## src/rtl/word_packer.sv

```systemverilog
// ---------------------------------------------------------------------------
// word_packer
//
// Packs a framed byte stream into 32-bit words, first byte in [31:24].
// Each frame starts with an 8-byte header:
//   byte0:byte1  total frame length L (big-endian, header included)
//   byte2:byte3  stream id
//   bytes 4-7    sequence number
//   bytes 8..L-1 payload
// Frames whose length falls outside [MIN_LEN, MAX_LEN] are swallowed
// entirely: no word is emitted for them, frameDrop pulses for one cycle and
// the saturating dropCount is incremented.
//
// Ports
//   clk            rising-edge clock
//   reset_b        asynchronous active-low reset
//   byteIn         input byte
//   byteIn_val     byteIn is valid
//   byteIn_ready   byte is accepted this cycle (byteIn_val && byteIn_ready)
//   dataOut        packed output word
//   dataOut_val    dataOut is valid
//   dataOut_ready  downstream accepts dataOut
//   dataOut_last   dataOut is the final word of its frame
//   frameDrop      one-cycle pulse when an illegal header is seen
//   dropCount      number of dropped frames, saturating at 255
// ---------------------------------------------------------------------------
module word_packer #(
    parameter int MIN_LEN = 9,
    parameter int MAX_LEN = 45
) (
    input  logic        clk,
    input  logic        reset_b,
    input  logic [7:0]  byteIn,
    input  logic        byteIn_val,
    output logic        byteIn_ready,
    output logic [31:0] dataOut,
    output logic        dataOut_val,
    input  logic        dataOut_ready,
    output logic        dataOut_last,
    output logic        frameDrop,
    output logic [7:0]  dropCount
);

    typedef enum logic [1:0] {
        HDR  = 2'd0,
        BODY = 2'd1,
        DROP = 2'd2
    } state_t;

    localparam logic [15:0] MIN_LEN_W = 16'(MIN_LEN);
    localparam logic [15:0] MAX_LEN_W = 16'(MAX_LEN);

    state_t      state_q,      state_d;
    logic [1:0]  lane_q,       lane_d;
    logic [31:0] acc_q,        acc_d;
    logic [15:0] bytes_left_q, bytes_left_d;
    logic [31:0] data_q,       data_d;
    logic        val_q,        val_d;
    logic        last_q,       last_d;
    logic        drop_q,       drop_d;
    logic [7:0]  cnt_q,        cnt_d;

    logic        accept;
    logic        xfer;
    logic        hdr_mode;
    logic        word_done;
    logic        word_last;
    logic [15:0] frame_len;
    logic [31:0] merged;

    // Insert a byte into the accumulator at the given lane (lane 0 = MSB).
    function automatic logic [31:0] place_byte(input logic [31:0] acc,
                                               input logic [1:0]  lane,
                                               input logic [7:0]  b);
        logic [31:0] r;
        r = acc;
        case (lane)
            2'd0:    r[31:24] = b;
            2'd1:    r[23:16] = b;
            2'd2:    r[15:8]  = b;
            default: r[7:0]   = b;
        endcase
        return r;
    endfunction

    function automatic logic len_legal(input logic [15:0] len);
        return (len >= MIN_LEN_W) && (len <= MAX_LEN_W);
    endfunction

    // The input stalls only while a word is held waiting for the parser.
    assign byteIn_ready = !(val_q && !dataOut_ready);

    assign accept = byteIn_val && byteIn_ready;
    assign xfer   = val_q && dataOut_ready;

    // A DROP with nothing left to discard behaves like HDR, so the byte
    // arriving in that cycle is taken as byte0 of the next frame.
    assign hdr_mode  = (state_q == HDR) ||
                       ((state_q == DROP) && (bytes_left_q == 16'd0));

    // When byte3 arrives, bytes 0 and 1 are sitting in the top two lanes.
    assign frame_len = acc_q[31:16];
    assign merged    = place_byte(acc_q, lane_q, byteIn);

    always_comb begin
        state_d      = state_q;
        lane_d       = lane_q;
        acc_d        = acc_q;
        bytes_left_d = bytes_left_q;
        data_d       = data_q;
        val_d        = val_q;
        last_d       = last_q;
        drop_d       = 1'b0;
        cnt_d        = cnt_q;
        word_done    = 1'b0;
        word_last    = 1'b0;

        if (hdr_mode) begin
            state_d = HDR;
            if (accept) begin
                case (lane_q)
                    2'd0: begin
                        // Fresh word: clear the lower lanes explicitly.
                        acc_d  = {byteIn, 24'd0};
                        lane_d = 2'd1;
                    end
                    2'd1: begin
                        acc_d        = merged;
                        bytes_left_d = {acc_q[31:24], byteIn} - 16'd2;
                        lane_d       = 2'd2;
                    end
                    2'd2: begin
                        acc_d        = merged;
                        bytes_left_d = bytes_left_q - 16'd1;
                        lane_d       = 2'd3;
                    end
                    default: begin
                        acc_d  = 32'd0;
                        lane_d = 2'd0;
                        if (len_legal(frame_len)) begin
                            // Header word goes out; L >= MIN_LEN keeps it non-final.
                            word_done    = 1'b1;
                            bytes_left_d = bytes_left_q - 16'd1;
                            state_d      = BODY;
                        end else begin
                            state_d      = DROP;
                            drop_d       = 1'b1;
                            cnt_d        = (cnt_q != 8'hFF) ? cnt_q + 8'd1 : cnt_q;
                            bytes_left_d = (frame_len <= 16'd4) ? 16'd0
                                                                : frame_len - 16'd4;
                        end
                    end
                endcase
            end
        end else if (state_q == BODY) begin
            if (accept) begin
                bytes_left_d = bytes_left_q - 16'd1;
                if (bytes_left_q == 16'd1) begin
                    word_done = 1'b1;
                    word_last = 1'b1;
                    acc_d     = 32'd0;
                    lane_d    = 2'd0;
                    state_d   = HDR;
                end else if (lane_q == 2'd3) begin
                    word_done = 1'b1;
                    acc_d     = 32'd0;
                    lane_d    = 2'd0;
                end else begin
                    acc_d  = merged;
                    lane_d = lane_q + 2'd1;
                end
            end
        end else begin
            // DROP with bytes still to discard.
            if (accept) begin
                bytes_left_d = bytes_left_q - 16'd1;
                if (bytes_left_q == 16'd1) begin
                    state_d = HDR;
                end
            end
        end

        // A completing byte can only be accepted when the output register
        // is empty or draining this cycle, so loading never overwrites.
        if (word_done) begin
            data_d = merged;
            val_d  = 1'b1;
            last_d = word_last;
        end else if (xfer) begin
            val_d  = 1'b0;
            last_d = 1'b0;
        end
    end

    always_ff @(posedge clk or negedge reset_b) begin
        if (!reset_b) begin
            state_q      <= HDR;
            lane_q       <= 2'd0;
            acc_q        <= 32'd0;
            bytes_left_q <= 16'd0;
            data_q       <= 32'd0;
            val_q        <= 1'b0;
            last_q       <= 1'b0;
            drop_q       <= 1'b0;
            cnt_q        <= 8'd0;
        end else begin
            state_q      <= state_d;
            lane_q       <= lane_d;
            acc_q        <= acc_d;
            bytes_left_q <= bytes_left_d;
            data_q       <= data_d;
            val_q        <= val_d;
            last_q       <= last_d;
            drop_q       <= drop_d;
            cnt_q        <= cnt_d;
        end
    end

    assign dataOut      = data_q;
    assign dataOut_val  = val_q;
    assign dataOut_last = last_q;
    assign frameDrop    = drop_q;
    assign dropCount    = cnt_q;

endmodule

```

## config.mk

```make
export PLATFORM = sky130hd
export DESIGN_NAME = word_packer
export DESIGN_NICKNAME = d
export VERILOG_FILES = /design/src/rtl/word_packer.sv
export SDC_FILE = /design/constraint.sdc
export NUM_CORES = 1
export LEC_CHECK = 0
export CAP_MARGIN = 5
export CORE_MARGIN = 2
export CORE_UTILIZATION = 58
export DETAILED_ROUTE_END_ITERATION = 7
export GPL_TIMING_DRIVEN = 0
export PLACE_DENSITY_LB_ADDON = 0.25
export SYNTH_ARGS = -nofsm -noshare
export SYNTH_HDL_FRONTEND = slang
export SYNTH_SLANG_ARGS = --single-unit
```

## constraint.sdc

```tcl
create_clock -name clk -period 3.2 [get_ports clk]
set_input_delay 0.64 -clock clk [delete_from_list [all_inputs] [get_ports clk]]
set_output_delay 0.64 -clock clk [all_outputs]
set_load 0.02 [all_outputs]
```

==> impl_metrics.yaml <==
outcome:
  outcome: "completed"
placement:
  port_buffers: 54
  post-place-ws_ns: -0.540
  placed_cell_area_mm2: 0.00658
  gp_congestion: 0.949
  hpwl_um: 11800
timing:
  worst_slack_ns: 0.153
  finalSetupTns_ns: 0
  fin_worst_skew_ns: 0.0132
  maxSlewViolCount: 0
  tightest_slew_ns: 0.950
  timing.fmax_mhz: 328
  finalHoldViolCount: 0
  rsz0062_at_grt: "no"
  min_period_ns: 3.05
  setup_viol: 0
  slew_headroom_pct: 36.5
  period_share_pct: 95.2
floorplanning:
  io_pins: 56
  dieArea_mm2: 0.0109
  die_h_um: 104
  rows: 36
  core_mm2: 0.00977
  die_w_um: 104
  start_util_pct: 59.8
clocking:
  clock_latency_ns: 0.38
  cts_root_buf: "clkbuf_8"
  cts_tree: "done"
  hold_buffers: 0
  cts_buffers: 9
  cts_buffer_depth: 2
  cts.clk_slew.worst_paths_ns: 0.10
  cts_num_sinks: 95
  htree_levels: 3
flow_run:
  drv_cap: 0
detailed_routing:
  first_pass_iters: 5
  wl_per_cell_um: 20.5
  drtIter0Drc: 425
  vias_per_cell: 6.38
  drc_errors: 0
  drt-total-wl_um: 16100
  ant_nets: 0
  via_count: 5011
grt:
  grt_use_met2_pct: 46.2
  grt_max_degree: 55
  grt_use_met1_pct: 42.2
  top_usage_layer: "met2"
  grt_antenna_before_repair: 0
  grt_pass1_vias: 4914
  grt_pass1_wl_um: 25600
  track_usage_pct: 29.7
  grt_overflow: 0
  use_met3_pct: 4.64
finish:
  post-route-util_pct: 69.5
  layout-drive-gt1-share_pct: 15.9
  fin_nets: 673
  fillers: 741
  diodes: 0
  syn2layout_area_growth_pct: 16.2
  fin_area_mm2: 0.00679
setup_path:
  worst_path_largest_cell_delay_ns: 0.60
  cp-start-kind: "flop"
  slowest_stage: "or4_4"
  critPathArrivalTime_ns: 3.31
  cp-end-kind: "flop"
  worstPathRequired_ns: 3.46
  path_cells: "or4_4 > or4_4 > o22ai_4 > buf_4 > nand2_1 > a222oi_1 > o21ai_1"
  cpMostUsedCell: "or4_4"
  critPathKind: "flop to flop"
  path_max_fanout: 10
power_and_ir_drop:
  p_leak_nw: 2.97
  power_w: 0.00685
  p_per_area_mw_per_mm2: 1010
  ir_drop_mv: 0.506
synth:
  synth-edff-count: 0
  synth_common_cells: "95 x dfrtp_1, 44 x mux2_2, 38 x nor2_1"
  yosys_warnings: 0
  yosys.area.top_type: "dfrtp_1"
  netlist_instances: 583
  ys_types: 70
  ys_async_sr_fraction_pct: 100
  synth.most_common_cell: "dfrtp_1"
  synth_top_area_share_pct: 40.7
  yosysSeqAreaShare_pct: 40.7
  synth_flop_cell: "dfrtp_1"
  ys_ff_latch: 95
  syn_avg_cell_area_um2: 10.0
  synth_area_mm2: 0.00585
  synthesis.nets: 608
  netlist_top_cells_area: "dfrtp_1 41%, mux2_2 8.5%, ha_1 2.8%"
min_path:
  hold_class: "input port to asynchronous set/reset pin"
-- registers in the layout, indices dropped and copies added, names as in the netlist --
name / count
acc_q: 32
bytes_left_q: 16
frameDrop: 1
dataOut: 32
dataOut_last: 1
state_q: 2
dataOut_val: 1
lane_q: 2
dropCount: 8
-- final timing paths --
kind | cells past startpoint | from | slack [ns] | end
max in group asynchronous | 2 | reset_b | 2.28 | bytes_left_q[15]$_DFFE_PN0P_
setup / recovery | 7 | bytes_left_q[4]$_DFFE_PN0P_ | 0.15 | bytes_left_q[11]$_DFFE_PN0P_
hold / removal | 1 | reset_b | 0.24 | bytes_left_q[9]$_DFFE_PN0P_
hold reg to reg | 1 | acc_q[2]$_DFFE_PN0P_ | 0.49 | acc_q[2]$_DFFE_PN0P_
setup reg to reg | 7 | bytes_left_q[4]$_DFFE_PN0P_ | 0.15 | bytes_left_q[11]$_DFFE_PN0P_
min in group clk | 1 | acc_q[2]$_DFFE_PN0P_ | 0.49 | acc_q[2]$_DFFE_PN0P_
-- logic make-up (layout without fill, tap and decap cells) --
family	count (synthesis)	count (layout)	synth area share, %
adders and majority gates	13	13	2.78
AOI/OAI and AO/OA	145	145	18.8
and+or+nand+nor	173	173	15.5
buffers and inverters	61	131	4.47
xor gates and xnor gates	30	30	4.49
muxes	66	66	13.2
DFF	95	95	40.7
-- through the flow --
stage,instances,hold slack (ns)
after floorplan,583,0.344
after global placement,770,0.465
after detailed placement,771,0.467
after CTS,787,0.265
after global routing,786,0.289
final,786,0.242
-- layout by cell type (no fill, tap or decap), drive strengths merged, types with 17 or more instances in the layout --
cell type,Yosys,layout
o21ai,31,31
dfrtp,95,95
a21oi,26,26
clkdlybuf4s50,0,53
clkbuf,33,41
nor2,38,38
nor3,17,17
nand3,18,18
mux2,61,61
nand2,33,33
inv,16,19
-- final cells by class --
type	count	area [um^2]	area share, %
multi-input combinational	427	3210	47.3
sequential	95	2380	35.0
inverter	16	60.1	0.884
clock inverter	6	72.6	1.07
buffer	44	203	2.98
tap	133	166	2.45
timing repair buffer	55	566	8.32
clock buffer	10	138	2.03
-- worst max-delay path, delay by kind of cell (launching register included) --
family	cells	cell delay, ns
AO/OA/AOI/OAI	3	0.81
buffers and inverters	1	0.27
flip-flops	1	0.47
AND/OR/NAND/NOR	3	1.39
-- report_power, final --
part / switching (W) / internal (W) / leakage (nW)
logic: 0.00242 / 0.00162 / 1.60
registers: 0.000363 / 0.00159 / 1.26
clock network: 0.000465 / 0.000394 / 0.109
total: 0.00324 / 0.00360 / 2.97
-- per-layer routing --
metal  routed length [um]  vias up
li1                     -     2303
met4                  374        0
met2                 7430      221
met5                    0        -
met3                 1140       34
met1                 7150     2453
-- what timing repair did --
item,CTS,global route
setup buffers,0,0
endpoints found under the setup margin,3,2
resized for setup,3,2
hold endpoints to repair,0,0
Power figures use the tool's default switching activity.
